$ cat config.mk
export PLATFORM = sky130hd
export DESIGN_NAME = rsc
export DESIGN_NICKNAME = d
export VERILOG_FILES = /design/src/rtl/rsc.sv
export SDC_FILE = /design/constraint.sdc
export NUM_CORES = 1
export LEC_CHECK = 0
export CAP_MARGIN = 5
export CORE_AREA = 2 2 39 41
export CTS_BUF_LIST = sky130_fd_sc_hd__clkbuf_4
export DETAILED_ROUTE_END_ITERATION = 12
export DIE_AREA = 0 0 41 43
export DONT_BUFFER_PORTS = 1
export GPL_TIMING_DRIVEN = 0
export PLACE_DENSITY = 0.46
export SYNTH_ARGS = -nofsm -noshare
export SYNTH_HDL_FRONTEND = slang
export SYNTH_SLANG_ARGS = --single-unit
$ cat constraint.sdc
create_clock -name clk -period 2.2 [get_ports clk]
set_clock_uncertainty 0.15 [all_clocks]
set_input_delay 0.44 -clock clk [delete_from_list [all_inputs] [get_ports clk]]
set_output_delay 0.44 -clock clk [all_outputs]
set_load 0.05 [all_outputs]
$ cat src/rtl/rsc.sv
// rsc: 8-state rate-1/2 recursive systematic convolutional encoder (g0=13, g1=15) with 3-step trellis termination
module rsc (
   input  logic clk,
   input  logic rst_N,
   input  logic in,
   input  logic mode,
   output logic x_out,
   output logic z_out,
   output logic valid_out
);
   logic s1, s2, s3;
   logic [1:0] tcnt;
   logic f, w, idle;
   // feedback term, shift-register input (forced to 0 while terminating) and idle detection
   always_comb begin
      f    = s2 ^ s3;
      w    = mode ? 1'b0 : in ^ f;
      idle = mode && tcnt == 2'd3;
   end
   // encoder state, tail counter and registered outputs
   always_ff @(posedge clk) begin
      if (!rst_N) begin
         s1        <= 1'b0;
         s2        <= 1'b0;
         s3        <= 1'b0;
         tcnt      <= 2'd0;
         x_out     <= 1'b0;
         z_out     <= 1'b0;
         valid_out <= 1'b0;
      end else if (idle) begin
         x_out     <= 1'b0;
         z_out     <= 1'b0;
         valid_out <= 1'b0;
      end else begin
         x_out     <= mode ? f : in;
         z_out     <= w ^ s1 ^ s3;
         valid_out <= 1'b1;
         s1        <= w;
         s2        <= s1;
         s3        <= s2;
         tcnt      <= mode ? tcnt + 2'd1 : 2'd0;
      end
   end
endmodule

# Word-level counts from Yosys, hierarchy flattened
# Cells that the tools add are included.
# totals
mem_bits_ro	0
ramBits	0
elab_cells	20
inputBits	4
memories	0
latch_bits	0
regBits	8
# classes
n_shift	0
div	0
reduce_logical	2
n_bitwise	5
addsub	1
muxes	4
n_eq_ne	1
n_mul	0
n_lt_le_gt_ge	0
# ops
op	n
XOR 1 bit	4
2-to-1 mux 1 bit	3
adder 2 x 1 -> 2 bit, second input constant	1
equality test 2 bit, second input constant	1
2-to-1 mux 2 bit	1
OR reduction 2 bit	1
logical AND 1 bit	1
NOT 1 bit	1

# Logic depth before layout (Yosys ltp)
# logic_depth
depth_word	5
mapped_depth	5
depth_no_buf	4

# Worst setup path before layout
# OpenSTA, ideal clock, no wires.
# synth_path
path_kind	reg2reg
startpoint	register tcnt[0]
endpoint	register z_out
n_path_buf	1
path_slack_ps	921
synth_period_minus_slack_ps	1279
t_required_ps	1992
path_stages_with_launch	6
arrival_ps	1071
cell_sequence	dfxtp_1 > ha_1 > buf_6 > nand2b_1 > o221ai_2 > o211a_1
# synth_via
elab_chain_cells	3
# synth_lines
element	line_no	text
from (decl)	12	logic [1:0] tcnt;
from (signal assigned)	41	tcnt <= mode ? tcnt + 2'd1 : 2'd0;
equality test 2 bit	18	idle = mode && tcnt == 2'd3;
logical AND 1 bit	18	
OR reduction 2 bit (no line)	--	
to (signal assigned)	36	z_out <= w ^ s1 ^ s3;
to (decl)	8	output logic z_out,
# No other way between the ends.
# A chain may end at the register's enable or synchronous reset.

# Final worst setup path
# layout_path
startpoint	register z_out
endpoint	output port z_out
# No word-level cell between the ends.

==> results_dict.tcl <==
set metrics [dict create \
    outcome "complete, no violations" \
    ir_worst_vdd_mv 0.1902 \
    die_w_um 41 \
    clock.fmax_ghz 0.6896 \
    antenna_found_initial 0 \
    synthToLayoutAreaGrowth_pct 11.11 \
    period_minus_slack_ps 1450 \
    die_h_um 43 \
    ios 7 \
    drtIter0Drc 1 \
    viasPerCell 4.915 \
    yosysUniqueCellTypes 19 \
    cts_tree "built" \
    cts_inserted_buffers 3 \
    finalPower_mw 0.3039 \
    cts_buffer_depth 2 \
    gp_congestion 0.6657 \
    power.density_mw_per_mm2 714.4 \
    root_buffer "clkbuf_4" \
    syn_nets 45 \
    hold_viol 0 \
    drc 0 \
    setup-violations-final 0 \
    coreArea_mm2 0.001384 \
    drive_above_1_share 0.1628 \
    synthTopCellsByArea "dfxtp_1, buf_6, nand3_1" \
    pwr-share-seq 0.557 \
    dieArea_mm2 0.001763 \
    multi_input_area_um2 191.4 \
    min_period_over_period 0.6591 \
    holdPathStages 1 \
    grtUsageTotal 0.1075 \
    swShare 0.2519 \
    ff2ff_path_depth 5 \
    initial_utilization 0.2767 \
    critPathCaptureType "primary output" \
    clock_latency_ps 250 \
    yosysTopAreaCell "dfxtp_1" \
    cp.depth 0 \
    pwr-share-clk 0.360 \
    grt_pass1_wl_mm 1.200 \
    grt_max_degree 11 \
    ys_ff_latch 8 \
    h-tree-depth 1 \
    maxCapViolations 0 \
    yosysSeqAreaShare 0.4183 \
    n_antenna_cell 0 \
    cp.arrival_ps 860 \
    start_kind "flip-flop" \
    p_int_mw 0.2273 \
    fin_setup_tns_ps 0 \
    wire_per_inst_um 11.41 \
    dr.pass1.iters 2 \
    critPathLaunch "z_out$_SDFF_PP0_" \
    layout.nets 50 \
    cts_sinks 8 \
    seq_area_um2 160.2 \
    slew_violations 0 \
    synth_top_area_frac 0.4183 \
    drt-total-wl_um 673 \
    p_sw_mw 0.07655 \
    synth_warnings 0 \
    post_cts_resized 0 \
    critPathCapture "z_out" \
    fill_cells 163 \
    avgSynthCellArea_um2 9.572 \
    relSlewSlack 0.6853 \
    required_ps 1610 \
    r2r_start "tcnt[0]$_SDFFE_PN0N_" \
    crit_type "reg2out" \
    synth_area_um2 382.9 \
    numPortBuffers 0 \
    mostFrequentLayoutCells "dfxtp_1, nand2_1, nand3_1" \
    holdBufCountCts 0 \
    synth_cells 40 \
    reg2reg_setup_slack_ps 840 \
    antenna_left 0 \
    overflow 0 \
    rsz0062_at_grt "no" \
    vias 290 \
    path_clk_slew_ps 50 \
    r2r-end "z_out$_SDFF_PP0_" \
    rows 14 \
    postCtsSetupRepairBufs 0 \
    leakage_nw 0.1818 \
    final_common_cell "dfxtp_1" \
    hold_class "in2reg" \
    comb_power_share 0.084 \
    worstPathMaxFanout 1 \
    grt_pass1_vias 282 \
    hpwl_um 520.8 \
    tightest_slew_ps 471.5 \
]
==> how the worst min path moves through the flow <==
stage / from / end
finish: rst_N / z_out$_SDFF_PP0_
global placement: tcnt[1]$_SDFFE_PN0N_ / tcnt[1]$_SDFFE_PN0N_
CTS: rst_N / z_out$_SDFF_PP0_
global route: in / x_out$_SDFF_PP0_
detailed placement: tcnt[1]$_SDFFE_PN0N_ / tcnt[1]$_SDFFE_PN0N_
floorplan: tcnt[1]$_SDFFE_PN0N_ / tcnt[1]$_SDFFE_PN0N_
==> synthesized netlist by cell type <==
cell type	count
dfxtp_1	8
nand2_1	5
nand3_1	4
nor2_1	3
a21boi_0	2
buf_6	2
o211a_1	2
xnor2_1	2
xor2_1	2
and2_1	1
buf_2	1
ha_1	1
inv_1	1
mux2i_1	1
nand2b_1	1
nand4_1	1
nand4b_1	1
o221ai_2	1
o22ai_1	1
==> cells by family after synthesis <==
kind of cell | Yosys count | share of synthesized area
flops | 8 | 0.4183
xor+xnor | 4 | 0.09152
mux | 1 | 0.02614
fa+ha+maj | 1 | 0.03267
buf+inv | 4 | 0.08167
compound gates | 6 | 0.1470
simple gates | 16 | 0.2027
==> power by group through the flow <==
| stage | registers, mW | logic, mW | clock network (mW) |
|---|---|---|---|
| after floorplan | 0.171 | 0.0215 | 0 |
| after global routing | 0.170 | 0.0292 | 0.127 |
| after CTS | 0.169 | 0.0256 | 0.117 |
| after global placement | 0.172 | 0.0236 | 0 |
| final | 0.169 | 0.0254 | 0.109 |
| after detailed placement | 0.172 | 0.0254 | 0 |
==> metal layers <==
metal | share of wire | vias to the layer above | GRT usage
li1 | - | 145 | -
met1 | 0.41 | 136 | 0.1226
met2 | 0.50 | 7 | 0.1344
met3 | 0.080 | 2 | 0.05759
met4 | 0.0059 | 0 | 0.1000
met5 | 0 | - | 0
==> layout make-up <==
| type | count | share of cell area |
|---|---|---|
| Sequential cell | 8 | 0.3765 |
| Inverter | 1 | 0.008824 |
| Tap cell | 16 | 0.04706 |
| Multi-Input combinational cell | 28 | 0.4500 |
| Clock buffer | 3 | 0.05294 |
| Buffer | 3 | 0.06471 |
==> stage by stage <==
step	hold slack [ps]	utilization	instances	area [µm²]	worst slack, ps
global route	160.7	0.3074	59	425.4	711.3
global placement	328.7	0.2911	56	402.9	894.1
CTS	160.3	0.3074	59	425.4	732.6
detailed placement	355.2	0.2911	56	402.9	864.1
floorplan	317.6	-	40	382.9	921.0
finish	172.4	0.3074	59	425.4	750.0
==> flip-flops by register name, summed over array words and instances, names as in the netlist <==
register,flops
z_out,1
valid_out,1
s1,1
x_out,1
s2,1
s3,1
tcnt,2
Power figures use the tool's default switching activity.
